## config.mk

```make
export PLATFORM = sky130hd
export DESIGN_NAME = instr_fetch
export DESIGN_NICKNAME = d
export VERILOG_FILES = /design/src/rtl/instr_fetch_pkg.sv /design/src/rtl/fetch_fifo.sv /design/src/rtl/instr_fetch.sv
export SDC_FILE = /design/constraint.sdc
export NUM_CORES = 1
export LEC_CHECK = 0
export CAP_MARGIN = 20
export CELL_PAD_IN_SITES_DETAIL_PLACEMENT = 1
export CELL_PAD_IN_SITES_GLOBAL_PLACEMENT = 1
export CORE_ASPECT_RATIO = 1.1
export CORE_MARGIN = 10
export CORE_UTILIZATION = 49
export CTS_CLUSTER_SIZE = 16
export DETAILED_ROUTE_END_ITERATION = 7
export GPL_ROUTABILITY_DRIVEN = 0
export PLACE_DENSITY_LB_ADDON = 0.15
export SYNTH_ARGS = -nofsm -noshare
export SYNTH_HDL_FRONTEND = slang
export SYNTH_SLANG_ARGS = --single-unit
```

## constraint.sdc

```tcl
create_clock -name Clk -period 5.5 [get_ports Clk]
set_clock_uncertainty 0.05 [all_clocks]
set_input_delay 1.1 -clock Clk [delete_from_list [all_inputs] [get_ports Clk]]
set_output_delay 1.1 -clock Clk [all_outputs]
set_load 0.02 [all_outputs]
```

## src/rtl/instr_fetch_pkg.sv

```systemverilog
// Shared definitions for the instruction fetch/prefetch stage: default widths,
// FSM state encoding and the prefetch buffer entry layout.
package instr_fetch_pkg;

    localparam int AW_DEF = 8;
    localparam int IW_DEF = 9;

    typedef enum logic [1:0] {
        S_IDLE = 2'd0,
        S_REQ  = 2'd1,
        S_DROP = 2'd2
    } fetch_state_t;

    typedef struct packed {
        logic [AW_DEF-1:0] addr;
        logic [IW_DEF-1:0] word;
    } fetch_entry_t;

endpackage

```

## src/rtl/fetch_fifo.sv

```systemverilog
// Small prefetch FIFO of {addr, word} entries in fetch order.
// Flush wins over push; push and pop together are accepted while full.
module fetch_fifo
    import instr_fetch_pkg::*;
#(
    parameter int W     = AW_DEF + IW_DEF,
    parameter int DEPTH = 2
) (
    input  logic         i_clk,
    input  logic         i_rst_n,
    input  logic         i_push,
    input  logic [W-1:0] i_data,
    input  logic         i_pop,
    input  logic         i_flush,
    output logic [W-1:0] o_head,
    output logic         o_head_valid,
    output logic         o_full,
    output logic         o_almost_full
);

    localparam int PW = $clog2(DEPTH);

    logic [W-1:0]  r_mem [DEPTH];
    logic [PW-1:0] r_rd;
    logic [PW-1:0] r_wr;
    logic [PW:0]   r_count;

    logic w_do_pop;
    logic w_do_push;

    assign o_head_valid  = (r_count != '0);
    assign o_full        = (r_count == (PW+1)'(DEPTH));
    assign o_almost_full = (r_count == (PW+1)'(DEPTH - 1));
    assign o_head        = r_mem[r_rd];

    assign w_do_pop  = i_pop && o_head_valid && !i_flush;
    assign w_do_push = i_push && !i_flush && (!o_full || w_do_pop);

    always_ff @(posedge i_clk or negedge i_rst_n) begin
        if (!i_rst_n) begin
            r_rd    <= '0;
            r_wr    <= '0;
            r_count <= '0;
        end else if (i_flush) begin
            r_rd    <= '0;
            r_wr    <= '0;
            r_count <= '0;
        end else begin
            if (w_do_push) r_wr <= r_wr + PW'(1);
            if (w_do_pop)  r_rd <= r_rd + PW'(1);
            case ({w_do_push, w_do_pop})
                2'b10:   r_count <= r_count + (PW+1)'(1);
                2'b01:   r_count <= r_count - (PW+1)'(1);
                default: r_count <= r_count;
            endcase
        end
    end

    always_ff @(posedge i_clk) begin
        if (w_do_push) r_mem[r_wr] <= i_data;
    end

endmodule

```

## src/rtl/instr_fetch.sv

```systemverilog
// Instruction fetch/prefetch: streams sequential words from memory into a small
// buffer, serves strobed addresses from it and redirects on non-sequential ones.
module instr_fetch
    import instr_fetch_pkg::*;
#(
    parameter int AW    = AW_DEF,
    parameter int IW    = IW_DEF,
    parameter int DEPTH = 2
) (
    input  logic          Clk,
    input  logic          Rst,
    input  logic [AW-1:0] Address_Instruction_Bus,
    input  logic          Addr_Strobe,
    output logic [IW-1:0] ms_m,
    output logic          ms_valid,
    output logic [AW-1:0] mem_addr,
    output logic          mem_req,
    input  logic          mem_ack,
    input  logic [IW-1:0] mem_data
);

    localparam int EW = AW + IW;

    fetch_state_t  r_state;
    logic [AW-1:0] r_fpc;
    logic [AW-1:0] r_mem_addr;
    logic          r_mem_req;
    logic          r_pend_valid;
    logic [AW-1:0] r_pend_addr;
    logic [IW-1:0] r_ms_m;
    logic          r_ms_valid;

    logic [EW-1:0] w_head;
    logic [AW-1:0] w_head_addr;
    logic [IW-1:0] w_head_word;
    logic          w_head_valid;
    logic          w_full;
    logic          w_afull;
    logic          w_hit;
    logic          w_miss;
    logic          w_deliver;
    logic          w_pop;
    logic          w_keep;
    logic          w_redirect;
    logic          w_push;
    logic          w_room;
    logic          w_full_after;
    logic [AW-1:0] w_next_addr;

    assign w_head_addr = w_head[EW-1:IW];
    assign w_head_word = w_head[IW-1:0];

    assign w_hit     = Addr_Strobe && w_head_valid && (w_head_addr == Address_Instruction_Bus);
    assign w_miss    = Addr_Strobe && !w_hit;
    assign w_deliver = !Addr_Strobe && r_pend_valid && w_head_valid && (w_head_addr == r_pend_addr);
    assign w_pop     = w_hit || w_deliver;

    // An in-flight request for the missed address is reused only if its data
    // is still to come; a same-cycle ack is lost to the flush, so refetch.
    assign w_keep     = (r_state == S_REQ) && !mem_ack && (r_mem_addr == Address_Instruction_Bus);
    assign w_redirect = w_miss && !w_keep;

    assign w_push       = (r_state == S_REQ) && mem_ack && !w_miss;
    assign w_room       = !w_full || w_pop;
    assign w_full_after = !w_pop && (w_afull || w_full);
    assign w_next_addr  = r_mem_addr + AW'(1);

    fetch_fifo #(
        .W     (EW),
        .DEPTH (DEPTH)
    ) u_fifo (
        .i_clk         (Clk),
        .i_rst_n       (Rst),
        .i_push        (w_push),
        .i_data        ({r_mem_addr, mem_data}),
        .i_pop         (w_pop),
        .i_flush       (w_miss),
        .o_head        (w_head),
        .o_head_valid  (w_head_valid),
        .o_full        (w_full),
        .o_almost_full (w_afull)
    );

    always_ff @(posedge Clk or negedge Rst) begin
        if (!Rst) begin
            r_state      <= S_IDLE;
            r_fpc        <= '0;
            r_mem_addr   <= '0;
            r_mem_req    <= 1'b0;
            r_pend_valid <= 1'b0;
            r_pend_addr  <= '0;
            r_ms_m       <= '0;
            r_ms_valid   <= 1'b0;
        end else begin
            r_ms_valid <= w_pop;
            if (w_pop) r_ms_m <= w_head_word;

            if (Addr_Strobe) begin
                r_pend_valid <= w_miss;
                r_pend_addr  <= Address_Instruction_Bus;
            end else if (w_deliver) begin
                r_pend_valid <= 1'b0;
            end

            case (r_state)
                S_IDLE: begin
                    if (w_redirect) begin
                        r_fpc      <= Address_Instruction_Bus;
                        r_mem_addr <= Address_Instruction_Bus;
                        r_mem_req  <= 1'b1;
                        r_state    <= S_REQ;
                    end else if (w_room) begin
                        r_mem_addr <= r_fpc;
                        r_mem_req  <= 1'b1;
                        r_state    <= S_REQ;
                    end
                end
                S_REQ: begin
                    if (w_redirect) begin
                        r_fpc <= Address_Instruction_Bus;
                        if (mem_ack) r_mem_addr <= Address_Instruction_Bus;
                        else         r_state    <= S_DROP;
                    end else if (mem_ack) begin
                        r_fpc <= w_next_addr;
                        if (w_full_after) begin
                            r_mem_req <= 1'b0;
                            r_state   <= S_IDLE;
                        end else begin
                            r_mem_addr <= w_next_addr;
                        end
                    end
                end
                S_DROP: begin
                    if (w_redirect) r_fpc <= Address_Instruction_Bus;
                    if (mem_ack) begin
                        r_mem_addr <= w_redirect ? Address_Instruction_Bus : r_fpc;
                        r_state    <= S_REQ;
                    end
                end
                default: begin
                    r_mem_req <= 1'b0;
                    r_state   <= S_IDLE;
                end
            endcase
        end
    end

    assign ms_m     = r_ms_m;
    assign ms_valid = r_ms_valid;
    assign mem_addr = r_mem_addr;
    assign mem_req  = r_mem_req;

endmodule

```

# After elaboration in Yosys (flattened, before gate mapping)
# Memories as Yosys holds them, arrays and structs flattened.
# Index checks and enable logic that the tools add are counted.
# totals
input_bits,21
n_memories,1
ram_bits,34
reg_bits,42
out_inout_bits,19
wordCells,112
# memory_table
name,words,word_bits,read_ports,rd_clocked_by_memory_dff,write_ports,line_no,source
u_fifo.r_mem,2,17,1,0,1,fetch_fifo.sv:23,logic [W-1:0] r_mem [DEPTH];
# op_classes
add_sub_neg,5
reduce_logical,40
eq_ne,18
n_mux,36
bitwise,1
# op_table
cell,count
$mux 8,10
$eq 8x8->1,3
$pmux 8 s3,1
$logic_and 1x1->1,16
$mux 2,8
$pmux 8 s2,1
$ne 3x3->1 const B,5
$reduce_and 5->1,3
$mux 1,13
$reduce_bool 2->1,5
$add 8x1->8 const B,1
$ne 2x2->1 const B,4
$logic_not 1->1,7
$eq 2x1->1 const B,3
$eq 2x2->1 const B,3
$pmux 2 s3,1
$reduce_bool 3->1,2
$logic_or 1x1->1,4
$pmux 2 s2,1
$pmux 1 s3,1
$add 1x1->1 const B,2
$add 2x1->2 const B,1
$logic_not 2->1,1
$reduce_and 2->1,1
other kinds (3),3

# Depth between registers and ports, before layout
# Gate-level depths: netlist (run 1).
# logic_depth
ltp_word,12
ltp_mapped,11

# Cells and area by module
# From an unflattened synthesis (run 1), not the netlist that was laid out.
# hier_totals
cells_unflattened,292
hier_area_um2,3817.4
# modules_own_cells
mod,instances,cells_per_inst,area_each_um2
instr_fetch,1,208,2279.7
fetch_fifo,1,84,1537.7

# Least setup slack after synthesis (run 1)
# No wires, ideal clock.
# synth_path
path_type,input to register
start,input Addr_Strobe
end,memory u_fifo.r_mem[0][0] (netlist bit) (enable)
path_slack_ns,1.369
arrival_time_ns,3.665
path_stages,8
required_time_ns,5.034
setup_ns,0.416
cell_sequence,buf_2 inv_1 nor3_1 nand3_1 and2_1 buf_6 a21oi_1 nor3b_1
# synth_between
elab_chain_len,11
# synth_lines
item,line_no,source
start: declaration,instr_fetch.sv:13,"input logic Addr_Strobe,"
$logic_not 1->1,instr_fetch.sv:55,assign w_deliver = !Addr_Strobe && r_pend_valid && w_head_valid && (w_head_addr == r_pend_addr);
$logic_and 1x1->1 (3 in a row),instr_fetch.sv:55,
$logic_or 1x1->1,instr_fetch.sv:56,assign w_pop = w_hit || w_deliver;
$logic_and 1x1->1 (2 in a row),fetch_fifo.sv:36,assign w_do_pop = i_pop && o_head_valid && !i_flush;
$logic_or 1x1->1,fetch_fifo.sv:37,assign w_do_push = i_push && !i_flush && (!o_full || w_do_pop);
$logic_and 1x1->1 (*),fetch_fifo.sv:37,
$mux 1 (*),fetch_fifo.sv:60,if (w_do_push) r_mem[r_wr] <= i_data;
$mux 1 (implied by the code) (*),fetch_fifo.sv:60,
end: declaration,fetch_fifo.sv:23,
# Mark *: on every way between the ends. The rest lies on a longest branch, timed or not.

# Worst setup path in the final report (run 1)
# layout_path
start,input Address_Instruction_Bus[6]
end,memory u_fifo.r_mem[0][0] (netlist bit) (enable)
# layout_between
elab_chain_len,10
# layout_lines
item,line_no,source
start: declaration,instr_fetch.sv:12,"input logic [AW-1:0] Address_Instruction_Bus,"
$eq 8x8->1 (*),instr_fetch.sv:53,assign w_hit = Addr_Strobe && w_head_valid && (w_head_addr == Address_Instruction_Bus);
$logic_and 1x1->1 (*),instr_fetch.sv:53,
$logic_not 1->1,instr_fetch.sv:54,assign w_miss = Addr_Strobe && !w_hit;
$logic_and 1x1->1,instr_fetch.sv:54,
$logic_not 1->1,"fetch_fifo.sv:36, fetch_fifo.sv:37, instr_fetch.sv:63",
$logic_and 1x1->1 (on tied branches),"instr_fetch.sv:63, fetch_fifo.sv:36",
$logic_and 1x1->1 / $logic_or 1x1->1 (equally long branches),fetch_fifo.sv:37,
$logic_and 1x1->1 (*),fetch_fifo.sv:37,
$mux 1 (*),fetch_fifo.sv:60,
$mux 1 (implied by the code) (*),fetch_fifo.sv:60,
# Marks and branches as above.

==> out/summary.txt, run 1 <==
number of global-route vias before repair: 2583
TritonCTS Buffers: 9
ys flop type: dfrtp_1
EDFF count, synth: 34
Worst Path Arrival: 4.17 ns
Synth Area in XOR/XNOR: 0.0791
PostCTS Resize Cnt: 0
first-pass GRT wire length: 13500 um
Cell Chain, Critical Path: clkdlybuf4s50_1, xnor2_1, nor4_2, nand3_1, and2_1, a21oi_1, nor3b_2, buf_4
Post-synth ARST share: 0.553
syn nets: 312
Inst Count DP: 404
via count: 2372
Core Box Area: 7130 um^2
main combinational cell family by area after synthesis: multiplexers
RSZ-0062 raised after global routing: false
Highest Clock Rate: 240 MHz
post-route ant nets: 0
Max stage delay cell, worst path: nor3b_2
Hold WS: 0.435 ns
Switching Power: 0.000706 W
adder-cell share of the synthesized area: 0.0103
post-synthesis mux area share: 0.125
largest net degree at the start of global routing: 43
share of cells above drive strength 1: 0.125
complex-gate fraction of the synthesized area: 0.101
IO Pins: 40
worst skew pair latency: 0.34 ns
Hold Path Class: register to register
Fin Setup TNS: 0 ns
Max clock buf depth: 2
DP Wirelength: 5940 um
grt ovf: 0
pre-CTS setup slack: 0.940 ns
CTS root buf: clkbuf_8
Leak: 1.62 nW
Crit Path Class: input pin to register
Port Buffers: 39
simple-gate share of the synthesized area: 0.0812
crit-path leading delay family: simple AND/OR/NAND/NOR gates
YS warnings: 0
Peak VDD IR: 245 uV
Final Slew Violations: 0
# Max-Cap Violations: 0
drt total wl: 8150 um
final period utilization: 0.757
initial core utilization: 0.513
chip width: 102 um
drt wl/cell: 19.4 um
ant diodes: 0
status: completed
CTS tree: built
Max FO, Critical Path: 24
DR vias/cell: 5.65
Mapped Avg Cell Area: 12.7 um^2
Filler Cells Inserted: 730
Net Sw Frac: 0.365
Worst setup SP type: input pin
fin nets: 354
Post-Syn Area: 3650 um^2
slew margin rel.: 0.348
post-CTS setup buffers: 0
die area: 11300 um^2
row cnt: 32
post-route minimum period: 4.17 ns
initial DRC count: 62
H-tree Lvls: 3
commonest non-fill, non-tap cells in the layout: dfrtp_1 (42), clkdlybuf4s50_1 (38), edfxtp_1 (34)
Worst-path clk slew: 0.08 ns
Slew @ Worst Pin: 0.974 ns
max incr delay on CP: 0.64 ns
setup violators final: 0
Area Overhead vs Synth: 16.7%
clock sinks: 76
initial antenna violation count: 0
overall routing resource usage: 0.153
Placed Area: 4100 um^2
Comb power frac: 0.361
Worst Slack Setup Final: 1.33 ns
Final Hold Viols: 0
Critical path buffers and inverters: 2
crit end category: register
worst path required time: 5.50 ns
post-synthesis sequential area ratio: 0.567
post-synth cell types: 48
Design Area, Final: 4260 um^2
Initial DRT Pass Iterations: 5
Seq pwr share: 0.449
CTS Hold Bufs: 0
Synth Instances: 288
Clock Power Share: 0.190
DRC violation count after routing: 0
most common cell after layout, fill and taps aside: dfrtp_1
Final Non-Filler Cells: 420
P_int: 0.00123 W
Seq cells post-synth: 76
Die H: 111 um
PwrDens: 454 nW/um^2
[area by class of cell]
cell class              instances  area, um^2  share of cell area
flip-flops and latches         76        2070               0.486
multi-input cells             186        1450               0.341
repair buffers                 43         415              0.0974
clock buffers                  11         131              0.0308
well taps                      85         106              0.0249
inverters                      14        53.8              0.0126
clock inverters                 5        31.3             0.00734
[tightest hold or removal path: cells and delay by family, from the launching register on]
kind | cells | cell delay (ns)
AND/OR/NAND/NOR | 1 | 0.05
flip-flops | 1 | 0.35
AO/OA/AOI/OAI | 1 | 0.06
[metrics by stage]
stage | util | total power (W)
2_1_floorplan | - | 0.00133
3_3_place_gp | 0.575 | 0.00155
3_5_place_dp | 0.575 | 0.00159
4_1_cts | 0.598 | 0.00196
5_1_grt | 0.598 | 0.00207
6_report | 0.598 | 0.00194
[sequential cells by signal (all words and copies together), names as in the netlist]
register,flops
u_fifo.r_mem,34
ms_m,9
mem_addr,8
r_fpc,8
r_pend_addr,8
r_state,2
u_fifo.r_count,2
mem_req,1
ms_valid,1
r_pend_valid,1
u_fifo.r_rd,1
u_fifo.r_wr,1
[Yosys cell counts (7+ instances only)]
cell type	instances	area [um^2]
nand3_1	10	50.1
xor2_1	10	87.6
mux2_2	11	124
inv_1	13	48.8
nand2_1	17	63.8
o21ai_0	14	70.1
dfrtp_1	42	1050
a2bb2oi_1	7	61.3
mux2i_1	27	270
edfxtp_1	34	1020
xnor2_1	23	201
o22ai_1	8	50.1
nor2_1	9	33.8
[per-layer routing]
| layer | global-route usage | part of all wire | vias to the layer above | routed length (um) |
|---|---|---|---|---|
| met5 | 0 | 0 | - | 0 |
| met1 | 0.192 | 0.43 | 1189 | 3520 |
| met2 | 0.248 | 0.51 | 47 | 4150 |
| met3 | 0.0455 | 0.050 | 7 | 411 |
| met4 | 0.0393 | 0.0080 | 0 | 65 |
| li1 | - | - | 1129 | - |
[logic make-up (layout without fill, tap and decap cells)]
logic type      count (synthesis)  in the layout
buf+inv                        26             73
fa+ha+maj                       3              3
mux                            43             43
flops                          76             76
simple gates                   58             58
compound gates                 49             49
xor+xnor                       33             33
[power groups by stage]
stage / registers [W] / logic (W) / clock network (W)
floorplan: 0.000882 / 0.000447 / 0
global placement: 0.000872 / 0.000682 / 0
detailed placement: 0.000880 / 0.000705 / 0
CTS: 0.000869 / 0.000710 / 0.000380
global route: 0.000891 / 0.000770 / 0.000408
finish: 0.000869 / 0.000699 / 0.000368
[final timing paths]
kind / startpoint / endpoint / slack (ns) / cells after the start
worst max-delay path: Address_Instruction_Bus[6] / u_fifo.r_mem[0][0] / 1.33 / 8
worst min-delay path: ms_m[3] / ms_m[3] / 0.44 / 2
worst max register to register: u_fifo.r_rd / u_fifo.r_mem[0][0] / 1.61 / 8
worst min register to register: ms_m[3] / ms_m[3] / 0.44 / 2
max in group asynchronous: Rst / r_fpc[3] / 3.93 / 1
min in group asynchronous: Rst / ms_m[8] / 0.86 / 1
No activity file was read; power rests on OpenSTA's default activity.
==> run 2: changes to the inputs <==
- CORE_UTILIZATION: 49 -> 46
- clock period: 5.5 -> 4.3 ns (I/O delays scaled with it)
==> run 2 against run 1 <==
  * Die area up 5.3%
  * Setup slack worse by 0.27 ns
  * Total power up 31%
  * Sequential power up 28%
==> out/summary.txt, run 2 (same netlist as run 1, synthesis figures left out) <==
Worst-path clk slew: 0.08 ns (about the same)
Worst Slack Setup Final: 1.07 ns (was 1.33 ns)
share of cells above drive strength 1: 0.133 (was 0.125)
most common cell after layout, fill and taps aside: dfrtp_1 (unchanged)
Net Sw Frac: 0.356 (was 0.365)
Area Overhead vs Synth: 19.2% (was 16.7%)
Die H: 113 um (was 111 um)
row cnt: 34 (was 32)
Final Slew Violations: 0 (unchanged)
initial core utilization: 0.467 (was 0.513)
Switching Power: 0.000903 W (was 0.000706 W)
largest net degree at the start of global routing: 43 (unchanged)
CTS root buf: clkbuf_8 (unchanged)
Inst Count DP: 429 (was 404)
DP Wirelength: 5930 um (was 5940 um)
drt wl/cell: 18.7 um (was 19.4 um)
Slew @ Worst Pin: 0.888 ns (was 0.974 ns)
max FFs per register: 34 (unchanged)
Worst setup SP type: register (was input pin)
clock sinks: 76 (unchanged)
DR vias/cell: 5.36 (was 5.65)
P_int: 0.00163 W (was 0.00123 W)
initial DRC count: 92 (was 62)
worst path required time: 4.28 ns (was 5.50 ns)
first-pass GRT wire length: 13900 um (was 13500 um)
pre-CTS setup slack: 0.734 ns (was 0.940 ns)
drt total wl: 8330 um (was 8150 um)
Comb power frac: 0.349 (was 0.361)
Pwr Total: 0.00253 W (was 0.00194 W)
CTS Hold Bufs: 0 (unchanged)
Fin Setup TNS: 0 ns (unchanged)
H-tree Lvls: 3 (unchanged)
initial antenna violation count: 0 (unchanged)
post-route ant nets: 0 (unchanged)
grt met1 use: 0.173 (was 0.192)
chip width: 105 um (was 102 um)
PwrDens: 582 nW/um^2 (was 454 nW/um^2)
overall routing resource usage: 0.146 (was 0.153)
Worst Path Arrival: 3.21 ns (was 4.17 ns)
global-route met3 utilization: 0.0350 (was 0.0455)
Clock Power Share: 0.212 (was 0.190)
slew margin rel.: 0.406 (was 0.348)
post-route minimum period: 3.23 ns
Port Buffers: 39 (unchanged)
DRC violation count after routing: 0 (unchanged)
Max FO, Critical Path: 17 (was 24)
Highest Clock Rate: 309 MHz
crit end category: register (unchanged)
post-CTS setup buffers: 0 (unchanged)
Hold Path Class: input pin to asynchronous set/reset pin (was register to register)
via count: 2389 (was 2372)
Peak VDD IR: 303 uV (was 245 uV)
RSZ-0062 raised after global routing: false (unchanged)
PostCTS Resize Cnt: 0 (unchanged)
commonest non-fill, non-tap cells in the layout: dfrtp_1 (42), clkdlybuf4s50_1 (38), edfxtp_1 (34) (unchanged)
Core Box Area: 7830 um^2 (was 7130 um^2)
# Max-Cap Violations: 0 (unchanged)
status: completed (unchanged)
Crit Path Class: register to register (was input pin to register)
worst skew pair latency: 0.35 ns (was 0.34 ns)
CTS tree: built (unchanged)
final period utilization: 0.752
IO Pins: 40 (unchanged)
number of global-route vias before repair: 2709 (was 2583)
die area: 11900 um^2 (was 11300 um^2)
Leak: 1.65 nW (was 1.62 nW)
setup violators final: 0 (unchanged)
ant diodes: 0 (unchanged)
Max clock buf depth: 2 (unchanged)
Seq pwr share: 0.439 (was 0.449)
TritonCTS Buffers: 9 (unchanged)
Final Non-Filler Cells: 446 (was 420)
Final Hold Viols: 0 (unchanged)
GR peak layer: met2 (unchanged)
grt ovf: 0 (unchanged)
Initial DRT Pass Iterations: 4 (was 5)
fin nets: 357 (was 354)
met2 GRT Util: 0.251 (was 0.248)
largest reg by FF count: u_fifo.r_mem (unchanged)
[run 2: changes by cell type in the layout (fill, tap and decap cells not counted)]
cell,before,now
buf_4,4,6
clkbuf_1,2,0
clkinv_1,0,2
clkinv_2,4,2
buf_12,0,1
bufinv_16,0,1
clkinv_4,1,0
clkinvlp_4,1,2
inv_6,0,1
[run 2: worst paths after layout]
check / start / to / slack (ns) / cells past startpoint
max reg2reg: u_fifo.r_rd / u_fifo.r_mem[0][12] / 1.07 / 8
max in group asynchronous: Rst / mem_addr[3] / 3.37 / 2
min reg2reg: ms_m[4] / ms_m[4] / 0.43 / 2
min: Rst / ms_m[8] / 0.34 / 1
max: u_fifo.r_rd / u_fifo.r_mem[0][12] / 1.07 / 8
min in group Clk: ms_m[4] / ms_m[4] / 0.43 / 2
[run 2: cell type report]
cell class | count | area [um^2]
multi-input cells | 186 | 1450
inverters | 14 | 53.8
fillers | 828 | 3470
repair buffers | 46 | 450
clock buffers | 9 | 124
well taps | 108 | 135
clock inverters | 7 | 66.3
flip-flops and latches | 76 | 2070
[run 2: through the flow]
stage	hold slack, ns	area [um^2]	util
5_1_grt	0.346	4360	0.556
6_report	0.339	4360	0.556
2_1_floorplan	0.428	3650	-
3_3_place_gp	0.410	4150	0.530
4_1_cts	0.441	4340	0.554
3_5_place_dp	0.423	4150	0.530
[run 2: critical path, stage by stage (launching register included)]
cell     delay [ns]
dfrtp_1        0.74
mux2i_1        0.43
xnor2_1        0.10
nor3_1         0.42
nand3_1        0.21
and2_1         0.20
a21oi_1        0.26
nor3b_2        0.21
buf_4          0.28
[run 2: layer usage]
layer / wire [um] / part of all wire
met1: 3790 / 0.46
met2: 4130 / 0.50
met3: 298 / 0.036
met4: 109 / 0.013
met5: 0 / 0
[run 2: power by group through the flow]
stage	clock network, W	registers (W)	logic, W
floorplan	0	0.00113	0.000571
global placement	0	0.00112	0.000873
detailed placement	0	0.00113	0.000888
CTS	0.000555	0.00111	0.000894
global route	0.000587	0.00114	0.000979
finish	0.000536	0.00111	0.000884
==> run 3: changes to the inputs <==
- clock period: 4.3 -> 3.1 ns (I/O delays scaled with it)
==> run 3 against run 2 <==
  * Utilization grew 2.9 points
  * Routed wire length increased by 5.3%
  * Sequential power rose by 40%
  * Clock-buffer cell count unchanged
  * Hold slack worse by 0.25 ns
  * Final area increased by 5.2%
  * Maximum frequency rose by 12%
  * Clock power increased by 63%
  * Critical path type unchanged
  * Largest cell class unchanged
  * Highest routed layer unchanged
==> out/summary.txt, run 3 (same netlist as run 1, synthesis figures left out) <==
initial DRC count: 71 (was 92)
initial core utilization: 0.467 (unchanged)
CTS root buf: clkbuf_8 (unchanged)
Hold Path Class: input pin to asynchronous set/reset pin (unchanged)
Initial DRT Pass Iterations: 4 (unchanged)
Die H: 113 um (unchanged)
status: completed (unchanged)
RSZ-0062 raised after global routing: false (unchanged)
# Max-Cap Violations: 0 (unchanged)
slew margin rel.: 0.647 (was 0.406)
Leak: 1.78 nW (was 1.65 nW)
post-route minimum period: 2.88 ns (was 3.23 ns)
Highest Clock Rate: 347 MHz (was 309 MHz)
IO Pins: 40 (unchanged)
largest reg by FF count: u_fifo.r_mem (unchanged)
fin util: 0.585 (was 0.556)
Worst Path Arrival: 2.88 ns (was 3.21 ns)
row cnt: 34 (unchanged)
Slew @ Worst Pin: 0.527 ns (was 0.888 ns)
largest net degree at the start of global routing: 43 (unchanged)
setup violators final: 0 (unchanged)
drt total wl: 8770 um (was 8330 um)
post-route ant nets: 0 (unchanged)
Peak VDD IR: 390 uV (was 303 uV)
worst skew pair latency: 0.35 ns (about the same)
Final Slew Violations: 0 (unchanged)
Design Area, Final: 4580 um^2 (was 4360 um^2)
chip width: 105 um (unchanged)
final period utilization: 0.928 (was 0.752)
Filler Cells Inserted: 841 (was 828)
ant diodes: 0 (unchanged)
CTS Hold Bufs: 0 (unchanged)
Port Buffers: 39 (unchanged)
Worst-path clk slew: 0.09 ns (was 0.08 ns)
initial antenna violation count: 0 (unchanged)
grt ovf: 0 (unchanged)
Core Box Area: 7830 um^2 (unchanged)
Critical R2R Launch: u_fifo.r_rd (unchanged)
max FFs per register: 34 (unchanged)
share of cells above drive strength 1: 0.195 (was 0.133)
FF-to-FF End: u_fifo.r_mem[0][9] (was u_fifo.r_mem[0][12])
Placed Area: 4330 um^2 (was 4150 um^2)
die area: 11900 um^2 (unchanged)
Area Overhead vs Synth: 25.4% (was 19.2%)
Hold WS: 0.0888 ns (was 0.339 ns)
DR vias/cell: 5.33 (was 5.36)
DRC violation count after routing: 0 (unchanged)
overall routing resource usage: 0.155 (was 0.146)
Crit Path Class: register to register (unchanged)
PwrDens: 811 nW/um^2 (was 582 nW/um^2)
most common cell after layout, fill and taps aside: dfrtp_1 (unchanged)
cells on worst reg2reg path: 9 (was 8)
worst path required time: 3.10 ns (was 4.28 ns)
drt wl/cell: 18.8 um (was 18.7 um)
Max FO, Critical Path: 11 (was 17)
commonest non-fill, non-tap cells in the layout: dfrtp_1 (42), clkdlybuf4s50_1 (38), edfxtp_1 (34) (unchanged)
CTS tree: built (unchanged)
first-pass GRT wire length: 14700 um (was 13900 um)
clock sinks: 76 (unchanged)
crit end category: register (unchanged)
fin nets: 378 (was 357)
Final Hold Viols: 0 (unchanged)
TritonCTS Buffers: 9 (unchanged)
DP Wirelength: 6390 um (was 5930 um)
Worst setup SP type: register (unchanged)
Max clock buf depth: 2 (unchanged)
number of global-route vias before repair: 2848 (was 2709)
post-CTS setup buffers: 0 (unchanged)
via count: 2491 (was 2389)
r2r setup slk: 0.22 ns (was 1.07 ns)
PostCTS Resize Cnt: 0 (unchanged)
H-tree Lvls: 3 (unchanged)
run 3: cell count changes in the layout (fill, tap and decap cells not counted), sizes merged:
| cell | previous run | this run |
|---|---|---|
| clkinvlp | 2 | 1 |
| inv | 14 | 17 |
| clkinv | 4 | 1 |
| bufinv | 1 | 2 |
| buf | 8 | 29 |
run 3: worst max path at each step:
stage / to / depth (start not counted) / from / slack (ns)
6_report: u_fifo.r_mem[0][9] / 9 / u_fifo.r_rd / 0.22
5_1_grt: u_fifo.r_mem[0][5] / 9 / u_fifo.r_rd / 0.003
4_1_cts: mem_addr[6] / 9 / u_fifo.r_rd / 0.17
3_5_place_dp: mem_addr[2] / 8 / Address_Instruction_Bus[3] / -0.08
3_3_place_gp: mem_addr[5] / 8 / Address_Instruction_Bus[3] / -0.07
2_1_floorplan: u_fifo.r_mem[0][0] / 8 / Addr_Strobe / 0.05
run 3: stage by stage:
| stage | instances | setup TNS (ns) | setup WS (ns) | total power [W] |
|---|---|---|---|---|
| 2_1_floorplan | 288 | 0 | 0.0486 | 0.00236 |
| 3_5_place_dp | 450 | -1.26 | -0.0760 | 0.00285 |
| 5_1_grt | 467 | 0 | 0.00321 | 0.00397 |
| 6_report | 467 | 0 | 0.222 | 0.00372 |
| 3_3_place_gp | 450 | -0.334 | -0.0733 | 0.00280 |
| 4_1_cts | 466 | 0 | 0.171 | 0.00376 |
run 3: power by group:
part / internal (W) / switching [W]
logic: 0.000646 / 0.000648
clock network: 0.000468 / 0.000406
registers: 0.00129 / 0.000255
total: 0.00241 / 0.00131
run 3: cell type report:
class	instances	area, um^2	share of cell area
flip-flops and latches	76	2070	0.452
multi-input cells	186	1460	0.318
repair buffers	67	633	0.138
well taps	108	135	0.0295
clock buffers	9	124	0.0270
clock inverters	7	105	0.0229
inverters	14	53.8	0.0117
run 3: metal layers:
layer / track usage / vias to the layer above / wire [um]
li1: - / 1179 / -
met1: 0.177 / 1261 / 3750
met2: 0.278 / 44 / 4620
met3: 0.0446 / 7 / 348
met4: 0.0366 / 0 / 56
met5: 0 / - / 0
run 3: critical path, cell delays in order, from the launching register on:
cell and delay [ns]:
dfrtp_1 0.47, buf_12 0.17, mux2i_1 0.33, xnor2_1 0.11, nor3_1 0.31, nand3_1 0.15
and2_1 0.20, a21oi_1 0.27, nor3b_2 0.27, buf_4 0.24
==> RTL change: new RTL, flow settings as in run 1 <==
Re-encode `fetch_state_t` (3 states) as one-hot, 3 bits wide.
--- a/src/rtl/instr_fetch_pkg.sv
+++ b/src/rtl/instr_fetch_pkg.sv
@@ -6,8 +6,8 @@
     localparam int IW_DEF = 9;
 
-    typedef enum logic [1:0] {
-        S_IDLE = 2'd0,
-        S_REQ  = 2'd1,
-        S_DROP = 2'd2
+    typedef enum logic [2:0] {
+        S_IDLE = 3'b001,
+        S_REQ  = 3'b010,
+        S_DROP = 3'b100
     } fetch_state_t;
 
Function: no difference found for any inputs over 4 cycles, from zero or initial values and one cycle with Rst low; so few cycles prove little.
==> RTL change against run 1 <==
Non-clock buffer count decreased by 1; sequential cell count rose by 1; critical path depth unchanged; worst setup slack got worse by 0.038 ns; area after synthesis is 2.5% higher; total power grew 7.5%; count of clock-buffer cells in the layout fell by 1; clock power is 34% higher; via count is 8.9% higher; cell area is 4.2% higher; synthesized cell count grew 8.0%; routed wire length up 13%; fmax down 0.89%; highest routed layer unchanged.
==> RTL change: results <==
[status]
status = completed

[cells_and_area]
nets = 376
n_antenna_cell = 0
final_layout_size_suffix_gt1_frac = 0.140

[global_route]
grt_usage = 0.168
grt_start_max_net_pins = 44
grt_pass1_vias = 2809
grt_pass1_wl_mm = 15.2

[place]
place_inst = 427
hpwl_mm = 6.44
post-place-ws_ns = 0.934
port_buffers = 39
dpl-instance-area_mm2 = 0.00419

[synthesis]
syn_area_per_cell_um2 = 12.0
ys_types = 53
synth_commonest_cells = dfrtp_1 (42), edfxtp_1 (34), nand2_1 (28), xnor2_1 (28), o21ai_0 (26)
synthArstFlopShare = 0.558
synthesis.nets = 335
synth_top_area_share = 0.281
ys_top_cells_by_area = dfrtp_1 (28%), edfxtp_1 (27%), xnor2_1 (6.5%)
ys_seq_area_frac = 0.560

[pwr]
p_leak_nw = 1.66
netSwitchingFraction = 0.352
comb-power_mw = 0.727
seq_cell_power_mw = 0.860
ir_worst_vdd_mv = 0.255
power.density_mw_per_mm2 = 469

[routing]
drt_iter0_markers = 89
routed_wirelength_mm = 9.25
wire_per_inst_um = 20.8
drtPass1Iterations = 4
vias_per_cell = 5.82

[setup_path]
path_max_fanout = 25
critPathTopFamily = simple AND/OR/NAND/NOR gates
critPathSlowestCell = clkdlybuf4s50_1
slowest_delay_ns = 0.78
rrSetupSlack_ns = 1.44

[cts]
clock_latency_ns = 0.36
cts_buffer_depth = 2
cts.reportedPaths.clkPinSlew_ns = 0.09

[run]
maxCapViolations = 0

[sta]
tightest_slew_ns = 1.05
whs_ns = 0.443
max_freq_mhz = 238
## RTL change: changes by cell type in the layout (fill, tap and decap cells not counted), sizes merged, moves of 7 or more
cell   change
nor2       +8
nand2     +11
mux2i     -12
o21ai     +13
inv        -7
## RTL change: cell type report
class                           count  area (um2)
Clock inverter                      6        92.6
Multi-Input combinational cell    218        1570
Timing Repair Buffer               42         420
Clock buffer                       10         138
Tap cell                           87         109
Inverter                            4        15.0
Sequential cell                    77        2100
Fill cell                         768        2990
## RTL change: kinds of logic (layout without fill, tap and decap cells)
| family | count (synthesis) | after routing | synth area share |
|---|---|---|---|
| flops | 77 | 77 | 0.560 |
| buf+inv | 16 | 62 | 0.0207 |
| simple gates | 85 | 85 | 0.114 |
| mux | 32 | 32 | 0.0986 |
| xor+xnor | 33 | 33 | 0.0772 |
| fa+ha+maj | 3 | 3 | 0.0100 |
| compound gates | 65 | 65 | 0.119 |
## RTL change: worst min-delay path, cell delays in order, from the launching register on
cell and delay, ns:
dfrtp_1 0.35, nand2_1 0.05, o21ai_0 0.06
## RTL change: final timing paths
path / startpoint / cells past startpoint / endpoint
max in group asynchronous: Rst / 2 / r_fpc[7]$_DFFE_PN0P_
min in group asynchronous: Rst / 1 / r_pend_addr[2]$_DFFE_PN0P_
min: ms_m[0]$_DFFE_PN0P_ / 2 / ms_m[0]$_DFFE_PN0P_
max: Addr_Strobe / 8 / u_fifo.r_mem[1][12]$_DFFE_PP_
min reg2reg: ms_m[0]$_DFFE_PN0P_ / 2 / ms_m[0]$_DFFE_PN0P_
max reg2reg: u_fifo.r_rd$_DFFE_PN0P_ / 8 / u_fifo.r_mem[1][12]$_DFFE_PP_
## RTL change: metal layers
metal  part of all wire  global-route usage
met1               0.46               0.219
met2               0.49               0.270
met3              0.041              0.0414
met4              0.012              0.0483
met5                  0                   0
